==> config.mk <==
export PLATFORM = sky130hd
export DESIGN_NAME = sram_rr_ctrl
export DESIGN_NICKNAME = d
export VERILOG_FILES = /design/src/rtl/sram_rr_ctrl.sv
export SDC_FILE = /design/constraint.sdc
export NUM_CORES = 1
export LEC_CHECK = 0
export CORE_ASPECT_RATIO = 0.9
export CORE_MARGIN = 3
export CORE_UTILIZATION = 35
export CTS_CLUSTER_SIZE = 24
export DETAILED_ROUTE_END_ITERATION = 10
export GPL_TIMING_DRIVEN = 0
export PLACE_DENSITY = 0.75
export SLEW_MARGIN = 10
export SYNTH_ARGS = -nofsm -noshare
export SYNTH_HDL_FRONTEND = slang
export SYNTH_SLANG_ARGS = --single-unit
==> constraint.sdc <==
create_clock -name clk -period 1.4 [get_ports clk]
set_clock_uncertainty 0.15 [all_clocks]
set_input_delay 0.28 -clock clk [delete_from_list [all_inputs] [get_ports clk]]
set_output_delay 0.28 -clock clk [all_outputs]
set_load 0.05 [all_outputs]
==> src/rtl/sram_rr_ctrl.sv <==
// Two-requester round-robin arbiter and sequencer for a single-port SRAM
// with a registered (1-cycle latency) read port. Each requester issues one
// read or write at a time and receives a single-cycle ack on completion.
module sram_rr_ctrl #(
  parameter int addr = 3,
  parameter int data = 4
) (
  input  logic            clk,
  input  logic            rst,
  input  logic            req_a,
  input  logic            we_a,
  input  logic [addr-1:0] addr_a,
  input  logic [data-1:0] wdata_a,
  output logic            ack_a,
  output logic            gnt_a,
  input  logic            req_b,
  input  logic            we_b,
  input  logic [addr-1:0] addr_b,
  input  logic [data-1:0] wdata_b,
  output logic            ack_b,
  output logic            gnt_b,
  output logic [data-1:0] rdata,
  output logic            busy,
  output logic            mem_wr,
  output logic [addr-1:0] mem_addr,
  output logic [data-1:0] mem_din,
  input  logic [data-1:0] mem_dout
);

  typedef enum logic [1:0] {IDLE, ISSUE, RCAP, RESP} state_t;

  state_t          state_q, state_d;
  logic            prio_q, prio_d;     // 0: A wins contention, 1: B wins
  logic            owner_q, owner_d;   // 0: A owns the transaction, 1: B
  logic            cmd_we_q, cmd_we_d;
  logic [addr-1:0] cmd_addr_q, cmd_addr_d;
  logic [data-1:0] cmd_din_q, cmd_din_d;
  logic [data-1:0] rdata_q, rdata_d;
  logic            win_b;

  // B wins when it is the only requester, or when both request and B holds priority.
  assign win_b = req_b & (~req_a | prio_q);

  // Next-state logic: arbitrate and latch the command in IDLE, sequence the SRAM access after.
  always_comb begin
    state_d    = state_q;
    prio_d     = prio_q;
    owner_d    = owner_q;
    cmd_we_d   = cmd_we_q;
    cmd_addr_d = cmd_addr_q;
    cmd_din_d  = cmd_din_q;
    rdata_d    = rdata_q;
    case (state_q)
      IDLE: begin
        if (req_a || req_b) begin
          owner_d    = win_b;
          cmd_we_d   = win_b ? we_b    : we_a;
          cmd_addr_d = win_b ? addr_b  : addr_a;
          cmd_din_d  = win_b ? wdata_b : wdata_a;
          state_d    = ISSUE;
        end
      end
      ISSUE: state_d = cmd_we_q ? RESP : RCAP;
      RCAP: begin
        rdata_d = mem_dout;
        state_d = RESP;
      end
      RESP: begin
        prio_d  = ~owner_q;
        state_d = IDLE;
      end
      default: state_d = IDLE;
    endcase
  end

  // State and command registers with synchronous active-low reset.
  always_ff @(posedge clk) begin
    if (!rst) begin
      state_q    <= IDLE;
      prio_q     <= 1'b0;
      owner_q    <= 1'b0;
      cmd_we_q   <= 1'b0;
      cmd_addr_q <= '0;
      cmd_din_q  <= '0;
      rdata_q    <= '0;
    end else begin
      state_q    <= state_d;
      prio_q     <= prio_d;
      owner_q    <= owner_d;
      cmd_we_q   <= cmd_we_d;
      cmd_addr_q <= cmd_addr_d;
      cmd_din_q  <= cmd_din_d;
      rdata_q    <= rdata_d;
    end
  end

  // The command registers only change when leaving IDLE, so driving the SRAM
  // bus straight from them holds the last address/data between transactions.
  // The write strobe is gated by rst so an abandoned write never lands.
  assign mem_addr = cmd_addr_q;
  assign mem_din  = cmd_din_q;
  assign mem_wr   = (state_q == ISSUE) & cmd_we_q & rst;

  assign busy  = (state_q != IDLE);
  assign gnt_a = busy & ~owner_q;
  assign gnt_b = busy & owner_q;
  assign ack_a = (state_q == RESP) & ~owner_q;
  assign ack_b = (state_q == RESP) & owner_q;
  assign rdata = rdata_q;

endmodule
==> run metrics <==
met2 usage=35.0%; count leader, synth=dfxtp_1; slowest stage delay, CP=0.38 ns; Mean Syn Cell Area=9.16 sq um; Pins Over Slew Limit=0; initial cell density of the core=39.4%; Yosys reg bits=16; Clock transition at path regs=0.10 ns; IO buf count=40; Hold Buf Count CTS=0; Worst Path Required=0.97 ns; met3 Track Usage GR=7.20%; CTS Buffer Depth=2; worst-margin pin slew=0.313 ns; initial antenna violation count=0; failing checks=setup timing; setup violators final=16; final period utilization=117%; Via Count=864; pin count of the biggest net entering global routing=11; GP Congestion=0.688; cell taking the most area after synthesis=dfxtp_1; Power Dens Cells=2130 nW/um^2; Final Hold Viols=0; first-pass GRT wire length=4340 um; critical path's slowest cell=dfxtp_4; vias in the first global route=917; Synth Flop Type=dfxtp_1; WL per Instance=15.9 um; global route total overflow=0; share of the synthesized area in the top cell type=39.8%; NumNets Final=168; unrepaired setup endpoints after global routing=yes; sequential share of the synthesized area=39.8%; initial DRC count=22; Static Leak=0.563 nW; Hold Crit Class=in -> reg; worst-skew pair later-pin latency=0.30 ns; CTS tree=built; crit-path max FO=3; crit path time final=1.64 ns; Worst EP arrival=1.21 ns; CP Launch Type=flop; outcome=complete, but fails checks; Ys Warns=0; GRT Max-Usage Layer=met2; Post-Syn Area=806 sq um; synth-to-layout area growth=74.4%; Post-synth EDFFs=0; most frequent cells after synthesis=16 x dfxtp_1, 14 x o21ai_0, 8 x a31oi_1, 8 x nand3_1, 7 x nor2b_1; Tot GR Track Use=19.6%; share of layout cells above drive strength 1=38.8%; Synth async-reset ratio=0%; root buf cell=clkbuf_4; Antenna Nets Post-Route=0; DP Wirelength=1710 um; final worst setup slack=-0.244 ns; io pins=41; DIE WIDTH=56.6 um; f_max=608 MHz; max_slew headroom=79.1%; Die Ht=51.5 um; critical path class=reg -> out; H-tree Lvls=1; IR drop worst, VDD=1680 uV; max-cap violation count=0; WL final=2610 um; library cells used by synthesis=24; CTS Buf Count=3; GRT met1 Usage=22.1%; Antenna Cells=0; Post-Syn Instances=88; residual DRC count=0; drt pass-1 iters=4; Die ar.=2910 sq um; Area contributors post-synth=dfxtp_1 40%, o21ai_0 8.7%, a31oi_1 6.2%; cells along the critical path=inv_4 -> ha_4 -> and3_4 -> buf_8; total core area=2050 sq um; Synthesized Nets=116; row count=15; minimum hold slack=0.342 ns; setup TNS=-1.80 ns; CP endpoint kind=output pin; clk sinks=16; drt via density=5.27
==> cell usage in the layout (no fill, tap or decap), types with 2 or more instances in the layout <==
cell type and count:
o21ai_2 2, o21a_1 2, buf_2 11, nand3_1 8, o21ai_0 14, nor2b_1 6
dfxtp_1 13, buf_6 5, clkdlybuf4s50_1 21, buf_8 4, ha_4 4, a31oi_1 8
mux2i_1 5, dfxtp_4 2, clkbuf_4 4, buf_4 5, inv_4 2
==> what timing repair did <==
action	in CTS	in global routing
buffers inserted	4	1
pin swaps	3	0
gates resized for setup	115	7
cloned	2	1
endpoints found under the setup margin	23	21
==> area by class of cell <==
type                       count  area (sq um)
buffer                         4          32.5
clock buffer                   4          36.3
tap                           25          31.3
multi-input combinational     64           528
sequential                    16           329
inverter                       5          27.5
fill                         164           641
timing repair buffer          46           420
==> final timing paths <==
| kind | slack, ns | end | cells after the start | startpoint |
|---|---|---|---|---|
| min reg2reg | 0.38 | mem_din[1] | 2 | mem_din[1] |
| max reg2reg | -0.12 | state_q[1] | 6 | state_q[1] |
| min | 0.34 | mem_din[3] | 3 | rst |
| max | -0.24 | mem_wr | 4 | state_q[1] |
==> cells by family (layout without fill, tap and decap cells) <==
family                     Yosys count  count (layout)  share of synthesized area [%]
AOI/OAI and AO/OA                   29              30                           23.4
and+or+nand+nor                     24              25                           17.5
DFF                                 16              16                           39.8
buffers and inverters               10              59                           6.83
muxes                                5               5                           6.21
adders and majority gates            4               4                           6.21
==> critical path: cells and delay by family, from the launching register on <==
family        cells  cell delay [ns]
buf+inv           2             0.22
flops             1             0.38
fa+ha+maj         1             0.12
simple gates      1             0.19
==> per-stage QoR <==
step                std cells  setup slack (ns)  total power, mW  utilization [%]  instance area, sq um
CTS                       162            -0.242             2.92             66.5                  1360
floorplan                  88           -0.0408             1.88                -                   836
global route              164            -0.292             3.18             68.7                  1410
detailed placement        153            -0.949             2.38             62.0                  1270
finish                    164            -0.244             3.00             68.7                  1410
global placement          153            -0.943             2.35             62.0                  1270
==> power breakdown <==
group,leakage [nW],internal [mW],switching (mW)
clock network,0.0210,0.159,0.166
registers,0.133,0.628,0.131
logic,0.409,0.784,1.13
==> registers in the layout, indices dropped and copies added, names as in the netlist <==
name      count
owner_q       1
mem_din       4
cmd_we_q      1
state_q       2
rdata         4
mem_addr      3
prio_q        1
==> per-layer routing <==
metal,share of wire [%],vias to the layer above,routed length (um)
li1,-,417,-
met1,39,396,1020
met2,50,46,1300
met3,10,5,265
met4,0.88,0,23
met5,0,-,0
Power figures use the tool's default switching activity.
